--- src/rtl/imem_loader_pkg.sv ---
// rtl/imem_loader_pkg.sv - loader state encodings and default geometry shared by the loader files
package imem_loader_pkg;

  typedef enum logic [2:0] {
    LD_LOAD  = 3'd0,
    LD_HOLD  = 3'd1,
    LD_RUN   = 3'd2,
    LD_CHECK = 3'd3,
    LD_ERROR = 3'd4
  } ld_state_t;

  localparam int DEF_DATA_WIDTH    = 32;
  localparam int DEF_DEPTH         = 32;
  localparam int DEF_ADDR_WIDTH    = 5;
  localparam int DEF_RELEASE_DELAY = 4;

endpackage

--- src/rtl/loader_csum.sv ---
// rtl/loader_csum.sv - running mod-2^32 sum of written words and compare against the expected sum
module loader_csum
  import imem_loader_pkg::*;
#(
  parameter int DATA_WIDTH = DEF_DATA_WIDTH
) (
  input  logic                  clock,
  input  logic                  reset,
  input  logic                  add_en,
  input  logic [DATA_WIDTH-1:0] add_data,
  input  logic [DATA_WIDTH-1:0] cmp_data,
  output logic                  match
);

  logic [31:0] sum;

  always_ff @(posedge clock or negedge reset) begin
    if (!reset) begin
      sum <= '0;
    end else if (add_en) begin
      sum <= sum + 32'(add_data);
    end
  end

  assign match = (sum == 32'(cmp_data));

endmodule

--- src/rtl/imem_loader.sv ---
// rtl/imem_loader.sv - streams words into IMem from address 0, holds the CPU in reset, then releases it
// Optional checksum beat after the program: define LOADER_CHECKSUM_EN.
module imem_loader
  import imem_loader_pkg::*;
#(
  parameter int DATA_WIDTH    = DEF_DATA_WIDTH,
  parameter int DEPTH         = DEF_DEPTH,
  parameter int ADDR_WIDTH    = DEF_ADDR_WIDTH,
  parameter int RELEASE_DELAY = DEF_RELEASE_DELAY
) (
  input  logic                  clock,
  input  logic                  reset,
  input  logic                  in_valid,
  output logic                  in_ready,
  input  logic [DATA_WIDTH-1:0] in_data,
  input  logic                  in_last,
  output logic                  imem_we,
  output logic [ADDR_WIDTH-1:0] imem_addr,
  output logic [DATA_WIDTH-1:0] imem_wdata,
  output logic                  cpu_reset,
  output logic                  done,
  output logic                  truncated,
  output logic                  error
);

  localparam int DLY_W = $clog2(RELEASE_DELAY + 2);

  ld_state_t             state;
  logic [ADDR_WIDTH-1:0] cnt;
  logic [DLY_W-1:0]      dly;
  logic                  beat;

  // Reset gating keeps the stream stalled while the loader is held in reset.
  assign in_ready = reset & ((state == LD_LOAD) | (state == LD_CHECK));
  assign beat     = in_valid & in_ready;

`ifdef LOADER_CHECKSUM_EN
  logic csum_match;
  logic err_q;

  loader_csum #(.DATA_WIDTH(DATA_WIDTH)) u_csum (
    .clock    (clock),
    .reset    (reset),
    .add_en   (beat && (state == LD_LOAD)),
    .add_data (in_data),
    .cmp_data (in_data),
    .match    (csum_match)
  );

  assign error = err_q;
`else
  assign error = 1'b0;
`endif

  always_ff @(posedge clock or negedge reset) begin
    if (!reset) begin
      state      <= LD_LOAD;
      cnt        <= '0;
      dly        <= '0;
      imem_we    <= 1'b0;
      imem_addr  <= '0;
      imem_wdata <= '0;
      cpu_reset  <= 1'b0;
      done       <= 1'b0;
      truncated  <= 1'b0;
`ifdef LOADER_CHECKSUM_EN
      err_q      <= 1'b0;
`endif
    end else begin
      imem_we <= 1'b0;
      case (state)
        LD_LOAD: begin
          if (beat) begin
            imem_we    <= 1'b1;
            imem_addr  <= cnt;
            imem_wdata <= in_data;
            // The counter stops at the last entry instead of wrapping.
            if (in_last || (cnt == ADDR_WIDTH'(DEPTH - 1))) begin
              truncated <= ~in_last;
`ifdef LOADER_CHECKSUM_EN
              state     <= LD_CHECK;
`else
              state     <= LD_HOLD;
              dly       <= DLY_W'(RELEASE_DELAY);
`endif
            end else begin
              cnt <= cnt + 1'b1;
            end
          end
        end
        LD_HOLD: begin
          // Entering HOLD coincides with the final write, so release lands
          // RELEASE_DELAY edges after that write edge.
          dly <= dly - 1'b1;
          if (dly <= DLY_W'(1)) begin
            state     <= LD_RUN;
            cpu_reset <= 1'b1;
            done      <= 1'b1;
          end
        end
`ifdef LOADER_CHECKSUM_EN
        LD_CHECK: begin
          if (beat) begin
            if (csum_match) begin
              state <= LD_HOLD;
              dly   <= DLY_W'(RELEASE_DELAY);
            end else begin
              state <= LD_ERROR;
              err_q <= 1'b1;
            end
          end
        end
`endif
        default: ;
      endcase
    end
  end

endmodule

--- config.mk ---
export PLATFORM = sky130hd
export DESIGN_NAME = imem_loader
export DESIGN_NICKNAME = d
export VERILOG_FILES = /design/src/rtl/imem_loader_pkg.sv /design/src/rtl/loader_csum.sv /design/src/rtl/imem_loader.sv
export SDC_FILE = /design/constraint.sdc
export NUM_CORES = 1
export LEC_CHECK = 0
export ABC_CLOCK_PERIOD_IN_PS = 4150
export CAP_MARGIN = 25
export CORE_MARGIN = 4
export CORE_UTILIZATION = 30
export CTS_CLUSTER_DIAMETER = 100
export DETAILED_ROUTE_END_ITERATION = 8
export SLEW_MARGIN = 20
export SYNTH_ARGS = -nofsm -noshare
export SYNTH_HDL_FRONTEND = slang
export SYNTH_SLANG_ARGS = --single-unit
--- constraint.sdc ---
create_clock -name clock -period 4.15 [get_ports clock]
set_input_delay 0.6225 -clock clock [delete_from_list [all_inputs] [get_ports clock]]
set_output_delay 0.6225 -clock clock [all_outputs]
set_load 0.02 [all_outputs]
==> summary.md <==
| Metric | Value |
|---|---|
| Initial Utilization | `0.309` |
| Die width | `91.4 um` |
| Setup crit start | `in_valid` |
| Ys async rst share | `1.00` |
| Clock buffer depth | `2` |
| Vias | `1661` |
| Core Box Area | `0.00676 sq mm` |
| Worst-Margin Slew | `0.657 ns` |
| Library cells used by synthesis | `29` |
| Pwr per Cell Area | `709 mW/mm^2` |
| Drt total wl | `4740 um` |
| Largest area contributor in the netlist | `dfrtp_1` |
| Vias in the first global route | `1661` |
| Hold crit path type | `flip-flop to flip-flop` |
| Reg area | `0.00125 sq mm` |
| Die area | `0.00835 sq mm` |
| Syn Inst Count | `217` |
| Worst r2r src | `state[0]$_DFFE_PN0P_` |
| Ys flop type | `dfrtp_1` |
| # clock sinks | `50` |
| Starting DRT DRC Count | `50` |
| Slew Viols, Final | `0` |
| Hold Vio Cnt, Final | `0` |
| Die extent in y | `91.4 um` |
| Status | `completed` |
| Area growth from synthesis to layout | `44.9%` |
| Clk_lat worst skew | `0.30 ns` |
| Most common cell in the netlist | `nand2_1` |
| Worst setup EP type | `flip-flop` |
| Fin crit share | `0.624` |
| Max FO, Critical Path | `43` |
| Num ports | `79` |
| Share of layout cells above drive strength 1 | `0.0646` |
| Antenna fix cells | `0` |
| CTS tree | `yes` |
| Remaining antenna violation count | `0` |
| DR WL/cell | `12.7 um` |
| Final hold slack | `0.481 ns` |
| CTS root buf | `clkbuf_8` |
| Final #Nets | `335` |
| Crit Path Category | `primary input to flip-flop` |
| # rows | `30` |
| Fin crit period | `2.59 ns` |
| Peak supply drop | `307 uV` |
| Resized cells post-CTS | `0` |
| Worst EP required | `4.34 ns` |
| EDFF count, synth | `0` |
| # setup viols final | `0` |
| Syn_nets | `259` |
| Slew headroom | `0.562` |
| Synth warnings | `0` |
| Post-CTS Setup Repair Bufs | `0` |
| Grt total ovfl | `0` |
| Num CTS Buffers | `5` |
| Fmax | `0.386 GHz` |
| CP arrival | `2.78 ns` |
| Mean Syn Cell Area | `9.61 sq um` |
| Clk_skew | `0.00472 ns` |
| Leakage | `0.00149 uW` |
| Ranking of synthesized cells by area | `dfrtp_1, nand2_1, ha_1, buf_2, mux2_4` |
| DR vias/cell | `4.44` |
| Synthesized area | `0.00209 sq mm` |
| Multi-input gate area | `747 sq um` |
| Worst hold start | `imem_wdata[25]$_DFFE_PN0P_` |
| Fillers | `664` |
| IO Port Bufs | `77` |
| Crit path launch type | `primary input` |
| Initial antenna violation count | `0` |
| Yosys reg bits | `50` |
| CTS Hold Buffers Added | `0` |
| Global-route wire length before repair | `7980 um` |
| Worst-path clk slew | `0.09 ns` |
| H-tree depth | `2` |
| Unrepaired setup endpoints after global routing | `no` |
| Sequential share of the synthesized area | `0.600` |
| Number of max-cap violations | `0` |
| Gpl congestion | `0.731` |
| Post-DP HPWL | `3280 um` |
| Largest net degree at the start of global routing | `51` |
| Share of the synthesized area in the top cell type | `0.600` |
| Drt drc | `0` |
| TNS Setup | `0 ns` |
| Most instantiated cells after synthesis | `nand2_1, dfrtp_1, inv_1, buf_2, ha_1` |
| First-pass detailed-route iteration total | `4` |
| Total track usage | `0.118` |
area by class of cell:
class / instances / share of cell area
tap: 80 / 0.0331
timing repair buffer: 79 / 0.258
inverter: 8 / 0.0103
multi-input combinational: 149 / 0.247
clock buffer: 5 / 0.0228
clock inverter: 3 / 0.0145
sequential: 50 / 0.414
layout by cell type, fill, tap and decap left out:
cell type and count:
clkinv_2 2, clkdlybuf4s50_1 76, nand2b_1 1, a21oi_1 2
a221oi_2 1, nor3_1 1, buf_4 2, nand2_2 1
a22o_1 1, inv_1 7, o21ai_0 1, nor2_2 1
nand3_1 2, nand2_1 111, a32o_1 1, nor2_1 1
inv_6 1, and3_1 3, o22a_1 1, nor2b_1 4
dfrtp_1 50, clkbuf_8 5, buf_2 1, o31ai_1 1
nand4b_4 1, conb_1 1, a2bb2oi_2 1, mux2_4 2
bufinv_16 1, o21ai_1 2, xnor2_1 3, ha_1 6
through the flow:
stage / power, uW / util / area [sq um] / worst slack [ns] / instances
after floorplan: 1360 / - / 2090 / 2.42 / 217
after global placement: 1800 / 0.431 / 2910 / 1.21 / 366
after detailed placement: 1820 / 0.431 / 2910 / 1.20 / 366
after CTS: 2180 / 0.447 / 3020 / 1.54 / 374
after global routing: 2300 / 0.447 / 3020 / 1.34 / 374
final: 2140 / 0.447 / 3020 / 1.56 / 374
path summary, 6_finish.rpt:
check,end,slack (ns),cells past startpoint
setup / recovery,cnt[1]$_DFFE_PN0P_,1.56,6
hold / removal,imem_wdata[25]$_DFFE_PN0P_,0.48,2
setup reg to reg,cnt[1]$_DFFE_PN0P_,1.59,7
hold reg to reg,imem_wdata[25]$_DFFE_PN0P_,0.48,2
max in group asynchronous,imem_wdata[5]$_DFFE_PN0P_,3.16,2
min in group asynchronous,imem_wdata[28]$_DFFE_PN0P_,0.57,2
registers in the layout, summed over array words and instances, names as in the netlist:
signal and count:
done 1, imem_wdata 32, dly 3, imem_we 1
cnt 5, imem_addr 5, truncated 1, state 2
critical path, stage by stage:
cell and delay [ns]:
clkdlybuf4s50_1 0.44, nand4b_4 0.10, buf_4 0.38, clkinv_2 0.60
nand2_2 0.30, mux2_4 0.31
per-layer routing:
metal	track usage	vias to the layer above	wire length [um]
met3	0.0356	4	204
met1	0.151	794	2240
met5	0	-	0
li1	-	824	-
met2	0.189	39	2260
met4	0.0389	0	31
cells by family after synthesis:
| kind of cell | Yosys count | synth area share |
|---|---|---|
| muxes | 2 | 0.0144 |
| DFF | 50 | 0.600 |
| buffers and inverters | 18 | 0.0420 |
| xor gates and xnor gates | 3 | 0.0126 |
| other | 1 | 0.00180 |
| and+or+nand+nor | 126 | 0.250 |
| adders and majority gates | 6 | 0.0360 |
| AOI/OAI and AO/OA | 11 | 0.0432 |
where the power goes:
group	total [uW]	internal [uW]	switching (uW)
clock network	346	181	166
registers	809	687	121
logic	988	475	513
total	2140	1340	800
Power figures use the tool's default switching activity.
